$ cat config.mk
export PLATFORM = sky130hd
export DESIGN_NAME = spc_uart_loader
export DESIGN_NICKNAME = d
export VERILOG_FILES = /design/src/rtl/spc_loader_pkg.sv /design/src/rtl/loader_tx_sequencer.sv /design/src/rtl/spc_uart_loader.sv
export SDC_FILE = /design/constraint.sdc
export NUM_CORES = 1
export LEC_CHECK = 0
export ABC_AREA = 1
export BUFFER_PORTS_ARGS = -buffer_cell sky130_fd_sc_hd__buf_2
export CAP_MARGIN = 15
export CORE_UTILIZATION = 65
export DETAILED_ROUTE_END_ITERATION = 10
export GPL_TIMING_DRIVEN = 0
export MAX_ROUTING_LAYER = met4
export PLACE_DENSITY = 0.95
export SKIP_LAST_GASP = 1
export SLEW_MARGIN = 20
export SYNTH_ARGS = -nofsm -noshare
export SYNTH_HDL_FRONTEND = slang
export SYNTH_HIERARCHICAL = 1
export SYNTH_SLANG_ARGS = --single-unit
$ cat constraint.sdc
create_clock -name clock -period 3.09 [get_ports clock]
set_clock_uncertainty 0.15 [all_clocks]
set_input_delay 0.1545 -clock clock [delete_from_list [all_inputs] [get_ports clock]]
set_output_delay 0.1545 -clock clock [all_outputs]
set_load 0.02 [all_outputs]
$ cat src/rtl/spc_loader_pkg.sv
// Shared constants and state encoding for the UART RAM loader.
package spc_loader_pkg;

  localparam logic [7:0] CMD_PING  = 8'h50;
  localparam logic [7:0] CMD_WRITE = 8'h57;
  localparam logic [7:0] CMD_READ  = 8'h52;
  localparam logic [7:0] ACK       = 8'h06;
  localparam logic [7:0] NAK       = 8'h15;

  typedef enum logic [3:0] {
    IDLE, ADDR_HI, ADDR_LO, LEN, DATA, CSUM, RD_FETCH, RD_SEND, TX_RESP, TX_WAIT
  } state_e;

  // Saturating increment used by the NAK counter.
  function automatic logic [7:0] sat_inc(input logic [7:0] v);
    return (v == 8'hFF) ? v : v + 8'd1;
  endfunction

endpackage

$ cat src/rtl/loader_tx_sequencer.sv
// Hands one byte at a time to uart_tx. A loaded byte is held until tx_ready,
// then strobed once. tx_ready is ignored in the strobe cycle itself because
// the transmitter cannot have reacted to the strobe yet.
module loader_tx_sequencer (
  input  logic       clock,
  input  logic       reset,
  input  logic       load,
  input  logic [7:0] load_byte,
  input  logic       tx_ready,
  output logic [7:0] tx_byte,
  output logic       tx_write,
  output logic       done
);

  logic       pend_q, pend_d;
  logic [7:0] hold_q, hold_d;
  logic [7:0] tx_byte_q, tx_byte_d;
  logic       tx_write_q, tx_write_d;

  // Latch a new byte, then fire it when the transmitter is idle.
  always_comb begin
    pend_d     = pend_q;
    hold_d     = hold_q;
    tx_byte_d  = tx_byte_q;
    tx_write_d = 1'b0;
    if (load) begin
      pend_d = 1'b1;
      hold_d = load_byte;
    end
    if (pend_d && tx_ready && !tx_write_q) begin
      tx_write_d = 1'b1;
      tx_byte_d  = hold_d;
      pend_d     = 1'b0;
    end
  end

  // Handshake registers; tx_byte only changes on a strobe.
  always_ff @(posedge clock) begin
    if (reset) begin
      pend_q     <= 1'b0;
      hold_q     <= '0;
      tx_byte_q  <= '0;
      tx_write_q <= 1'b0;
    end else begin
      pend_q     <= pend_d;
      hold_q     <= hold_d;
      tx_byte_q  <= tx_byte_d;
      tx_write_q <= tx_write_d;
    end
  end

  assign tx_byte  = tx_byte_q;
  assign tx_write = tx_write_q;
  assign done     = tx_write_q;

endmodule

$ cat src/rtl/spc_uart_loader.sv
// UART command decoder: ping, RAM write and RAM read packets, with per-byte
// inactivity timeout while a packet is open.
module spc_uart_loader
  import spc_loader_pkg::*;
#(
  parameter int TIMEOUT_CYCLES = 65535
) (
  input  logic        clock,
  input  logic        reset,
  input  logic [7:0]  rx_byte,
  input  logic        rx_valid,
  output logic [7:0]  tx_byte,
  output logic        tx_write,
  input  logic        tx_ready,
  output logic [15:0] ram_address,
  output logic [7:0]  ram_data_out,
  input  logic [7:0]  ram_data_in,
  output logic        ram_write_enable,
  output logic        dsp_hold,
  output logic [7:0]  error_count
);

  localparam int TW = (TIMEOUT_CYCLES > 1) ? $clog2(TIMEOUT_CYCLES) : 1;
  localparam logic [TW-1:0] TMO_LAST = TW'(TIMEOUT_CYCLES - 1);

  state_e        state_q, state_d;
  logic [15:0]   addr_q, addr_d;
  logic [8:0]    rem_q, rem_d;      // bytes still to move; 256 fits
  logic [7:0]    csum_q, csum_d;
  logic [7:0]    resp_q, resp_d;
  logic          last_q, last_d;    // byte in flight ends the transaction
  logic          is_rd_q, is_rd_d;
  logic [TW-1:0] tmo_q, tmo_d;
  logic [15:0]   ram_address_q, ram_address_d;
  logic [7:0]    ram_data_out_q, ram_data_out_d;
  logic          ram_we_q, ram_we_d;
  logic          dsp_hold_q, dsp_hold_d;
  logic [7:0]    err_q, err_d;
  logic          seq_load, seq_done;
  logic [7:0]    seq_byte;
  logic          rx_open;

  assign rx_open = state_q inside {ADDR_HI, ADDR_LO, LEN, DATA, CSUM};

  // Packet decode, RAM sequencing and response selection.
  always_comb begin
    state_d        = state_q;
    addr_d         = addr_q;
    rem_d          = rem_q;
    csum_d         = csum_q;
    resp_d         = resp_q;
    last_d         = last_q;
    is_rd_d        = is_rd_q;
    tmo_d          = '0;
    ram_address_d  = ram_address_q;
    ram_data_out_d = ram_data_out_q;
    ram_we_d       = 1'b0;
    dsp_hold_d     = dsp_hold_q;
    err_d          = err_q;
    seq_load       = 1'b0;
    seq_byte       = resp_q;

    // Abandon an open packet after TIMEOUT_CYCLES silent cycles.
    if (rx_open && !rx_valid) begin
      if (tmo_q == TMO_LAST) begin
        state_d    = IDLE;
        dsp_hold_d = 1'b0;
      end else begin
        tmo_d = tmo_q + 1'b1;
      end
    end

    case (state_q)
      IDLE: if (rx_valid) begin
        case (rx_byte)
          CMD_PING: begin
            resp_d  = ACK;
            state_d = TX_RESP;
          end
          CMD_WRITE, CMD_READ: begin
            is_rd_d    = (rx_byte == CMD_READ);
            dsp_hold_d = 1'b1;
            state_d    = ADDR_HI;
          end
          default: begin
            resp_d  = NAK;
            err_d   = sat_inc(err_q);
            state_d = TX_RESP;
          end
        endcase
      end
      ADDR_HI: if (rx_valid) begin
        addr_d[15:8] = rx_byte;
        csum_d       = rx_byte;
        state_d      = ADDR_LO;
      end
      ADDR_LO: if (rx_valid) begin
        addr_d[7:0] = rx_byte;
        csum_d      = csum_q ^ rx_byte;
        state_d     = LEN;
      end
      LEN: if (rx_valid) begin
        rem_d = (rx_byte == 8'd0) ? 9'd256 : {1'b0, rx_byte};
        if (is_rd_q) begin
          ram_address_d = addr_q;
          csum_d        = '0;
          state_d       = RD_FETCH;
        end else begin
          csum_d  = csum_q ^ rx_byte;
          state_d = DATA;
        end
      end
      DATA: if (rx_valid) begin
        ram_we_d       = 1'b1;
        ram_address_d  = addr_q;
        ram_data_out_d = rx_byte;
        addr_d         = addr_q + 16'd1;
        csum_d         = csum_q ^ rx_byte;
        rem_d          = rem_q - 9'd1;
        if (rem_q == 9'd1) state_d = CSUM;
      end
      CSUM: if (rx_valid) begin
        if (rx_byte == csum_q) begin
          resp_d = ACK;
        end else begin
          resp_d = NAK;
          err_d  = sat_inc(err_q);
        end
        state_d = TX_RESP;
      end
      // Address is on the port this cycle; data arrives next cycle.
      RD_FETCH: state_d = RD_SEND;
      RD_SEND: begin
        seq_load = 1'b1;
        seq_byte = ram_data_in;
        csum_d   = csum_q ^ ram_data_in;
        rem_d    = rem_q - 9'd1;
        last_d   = 1'b0;
        state_d  = TX_WAIT;
      end
      TX_RESP: begin
        seq_load = 1'b1;
        last_d   = 1'b1;
        state_d  = TX_WAIT;
      end
      TX_WAIT: if (seq_done) begin
        if (last_q) begin
          dsp_hold_d = 1'b0;
          state_d    = IDLE;
        end else if (rem_q == 9'd0) begin
          resp_d  = csum_q;
          state_d = TX_RESP;
        end else begin
          ram_address_d = ram_address_q + 16'd1;
          state_d       = RD_FETCH;
        end
      end
      default: state_d = IDLE;
    endcase
  end

  // State and output registers; reset aborts any transaction in flight.
  always_ff @(posedge clock) begin
    if (reset) begin
      state_q        <= IDLE;
      addr_q         <= '0;
      rem_q          <= '0;
      csum_q         <= '0;
      resp_q         <= '0;
      last_q         <= 1'b0;
      is_rd_q        <= 1'b0;
      tmo_q          <= '0;
      ram_address_q  <= '0;
      ram_data_out_q <= '0;
      ram_we_q       <= 1'b0;
      dsp_hold_q     <= 1'b0;
      err_q          <= '0;
    end else begin
      state_q        <= state_d;
      addr_q         <= addr_d;
      rem_q          <= rem_d;
      csum_q         <= csum_d;
      resp_q         <= resp_d;
      last_q         <= last_d;
      is_rd_q        <= is_rd_d;
      tmo_q          <= tmo_d;
      ram_address_q  <= ram_address_d;
      ram_data_out_q <= ram_data_out_d;
      ram_we_q       <= ram_we_d;
      dsp_hold_q     <= dsp_hold_d;
      err_q          <= err_d;
    end
  end

  loader_tx_sequencer u_txseq (
    .clock     (clock),
    .reset     (reset),
    .load      (seq_load),
    .load_byte (seq_byte),
    .tx_ready  (tx_ready),
    .tx_byte   (tx_byte),
    .tx_write  (tx_write),
    .done      (seq_done)
  );

  assign ram_address      = ram_address_q;
  assign ram_data_out     = ram_data_out_q;
  assign ram_write_enable = ram_we_q;
  assign dsp_hold         = dsp_hold_q;
  assign error_count      = err_q;

endmodule

==> results_dict.tcl <==
set metrics [dict create \
    rows 37 \
    synth_seq_area_share_pct 33.21 \
    grt_usage_pct 40.73 \
    end_kind "register" \
    initial_utilization_pct 67.16 \
    antenna_found_initial 0 \
    synthDistinctLibCells 43 \
    synth.avg_cell_area_um2 6.291 \
    overflow 0 \
    cts_repair_resize_count 0 \
    dp.cells 1299 \
    p_per_area_nw_per_um2 529.3 \
    synthToLayoutAreaGrowth_pct 17.88 \
    setup_viol 0 \
    layout_min_cycle_time_ns 2.655 \
    grt_max_degree 17 \
    via_per_inst 5.911 \
    first_global_vias 7447 \
    worstSetupPathType "register to register" \
    crit_required_ns 3.43 \
    p_leak_uw 0.003703 \
    timing.setup.tns_ns 0 \
    top_usage_layer "met2" \
    final_cells 1352 \
    wirelength_um 21090 \
    multi_input_area_um2 4018 \
    clock-sinks 115 \
    finalPower_uw 4326 \
    nNetsFinal 1231 \
    ir_drop_mv 0.4873 \
    cts_tree "built" \
    fmax_ghz 0.3767 \
    seq_area_um2 2302 \
    synth_area_leaders "dfxtp_1 33%, nand2_1 17%, nand3_1 7.7%, nor2_1 7.6%, a21oi_1 5.8%" \
    finalHoldViolations 0 \
    antenna_cells 0 \
    clock_latency_ns 0.54 \
    netlist_instances 1102 \
    portBuffers 61 \
    slew_headroom_pct 55.43 \
    cts_root_buffer "clkbuf_8" \
    cts_buffers 17 \
    final_util_pct 79.17 \
    maxCapViolations 0 \
    clk_transition_reported_paths_ns 0.06 \
    h-tree-depth 4 \
    finalCritPeriodShare_pct 85.91 \
    fp.dieH_um 105.3 \
    die-area_um2 11080 \
    worst_ep_arrival_time_ns 2.99 \
    fill_cells 748 \
    gp_congestion 0.9831 \
    synth_top_area_cell "dfxtp_1" \
    first_iter_violations 1048 \
    dr_total_vias 7991 \
    yosys.area.top_type_share_pct 33.21 \
    status "finished, final reports clean" \
    start_kind "register" \
    die_w_um 105.3 \
    wire_per_inst_um 15.60 \
    critical_path.max_fanout 10 \
    dpl.hpwl_um 13920 \
    min-delay-path-class "register to register" \
    rsz0062_at_grt "no" \
    hold_buffers 21 \
    worst_slew_pin_slew_ns 0.6686 \
    use_met3_pct 7.669 \
    gr-usage-met1_pct 48.06 \
    drive_gt1_share_pct 12.50 \
    syn-cell-area_um2 6933 \
    r2r_slack_ns 0.44 \
    yosys_warnings 6 \
    io_pins 63 \
    drv_slew 0 \
    ant_nets 0 \
    synth_nets 1130 \
    met2_usage_pct 64.33 \
    cts_setup_buffers 0 \
    first_pass_iters 8 \
    synth_seq_cells 115 \
    coreArea_um2 10320 \
    cts_max_path_buffers 2 \
    grt_pass1_wl_um 34690 \
    drcViolationCount 0 \
]
==> routing by layer <==
layer | routed length (µm) | up-vias | part of all wire, %
li1 | - | 3774 | -
met1 | 8103 | 3608 | 38
met2 | 10000 | 493 | 47
met3 | 2026 | 116 | 9.6
met4 | 954 | 0 | 4.5
met5 | 0 | - | 0
==> path summary, 6_finish.rpt <==
check                       to       startpoint  cells past startpoint
max reg2reg  u_txseq/hold_q[3]       state_q[1]                     10
max          u_txseq/hold_q[3]       state_q[1]                     10
min reg2reg    ram_data_out[4]  ram_data_out[4]                      2
min            ram_data_out[4]  ram_data_out[4]                      2
==> final cells by class <==
class / count / share of cell area, %
plain buffers: 30 / 2.006
clock buffers: 20 / 5.450
clock inverters: 12 / 1.332
inverters: 117 / 5.496
multi-input cells: 840 / 49.16
flip-flops and latches: 115 / 28.17
well taps: 136 / 2.082
repair buffers: 82 / 6.307
==> cell usage after synthesis (all sizes together) <==
| master | number |
|---|---|
| nand2 | 324 |
| nor2 | 151 |
| dfxtp | 115 |
| inv | 113 |
| nand3 | 109 |
| a21oi | 82 |
| o21ai | 73 |
| nand4 | 25 |
| xor2 | 25 |
| buf | 18 |
| clkbuf | 12 |
| nor3 | 10 |
| ha | 8 |
| or2 | 6 |
| o211ai | 5 |
| a31oi | 4 |
| clkinv | 4 |
| nand3b | 4 |
| xnor2 | 4 |
| nor3b | 3 |
| o21bai | 3 |
| o22ai | 2 |
| a211oi | 1 |
| and3 | 1 |
==> sequential cells by signal (all words and copies together) (netlist names), 4 cells and up <==
name,flops
rem_q,9
error_count,8
u_txseq/hold_q,8
ram_data_out,8
addr_q,16
csum_q,8
state_q,4
resp_q,8
ram_address,16
tmo_q,16
u_txseq/tx_byte,8
==> worst max-delay path, stage by stage, from the launching register on <==
cell	delay [ns]
dfxtp_1	0.44
nand2_1	0.15
inv_1	0.15
nand2_2	0.19
clkinv_1	0.25
clkbuf_1	0.34
nand2_1	0.11
nand2_1	0.07
nand2_1	0.06
a21oi_1	0.14
dlygate4sd3_1	0.55
==> where the power goes <==
group / switching (µW) / internal (µW) / total (µW) / leakage (µW)
clock: 730 / 1100 / 1840 / 0.000259
combinational: 558 / 270 / 828 / 0.00251
sequential: 81.8 / 1580 / 1660 / 0.000930
==> logic make-up after synthesis <==
kind of cell    Yosys count  share of synthesized area, %
compound gates          170                         12.96
fa+ha+maj                 8                         1.444
xor+xnor                 29                         3.664
buf+inv                 147                         8.843
flops                   115                         33.21
simple gates            633                         39.88
==> stage by stage <==
stage	instance area, µm²	hold slack (ns)	setup WS [ns]
detailed placement	7408	0.2996	0.9553
finish	8173	0.3119	0.4353
global route	8173	0.3419	0.2739
CTS	8173	0.3125	0.5131
floorplan	6933	0.1695	1.322
global placement	7408	0.2956	0.9675
==> layout by cell type, fill, tap and decap left out, types with 13 or more instances in the layout <==
| cell type | synthesis | layout |
|---|---|---|
| dlygate4sd3_1 | 0 | 21 |
| dfxtp_1 | 115 | 115 |
| a21oi_1 | 81 | 81 |
| nand3_1 | 106 | 106 |
| nand4_1 | 25 | 25 |
| o21ai_0 | 68 | 68 |
| inv_1 | 104 | 104 |
| buf_2 | 8 | 69 |
| clkbuf_1 | 12 | 13 |
| xor2_1 | 25 | 25 |
| clkbuf_16 | 0 | 16 |
| nand2_1 | 315 | 315 |
| nor2_1 | 140 | 140 |
No activity file was read; power rests on OpenSTA's default activity.
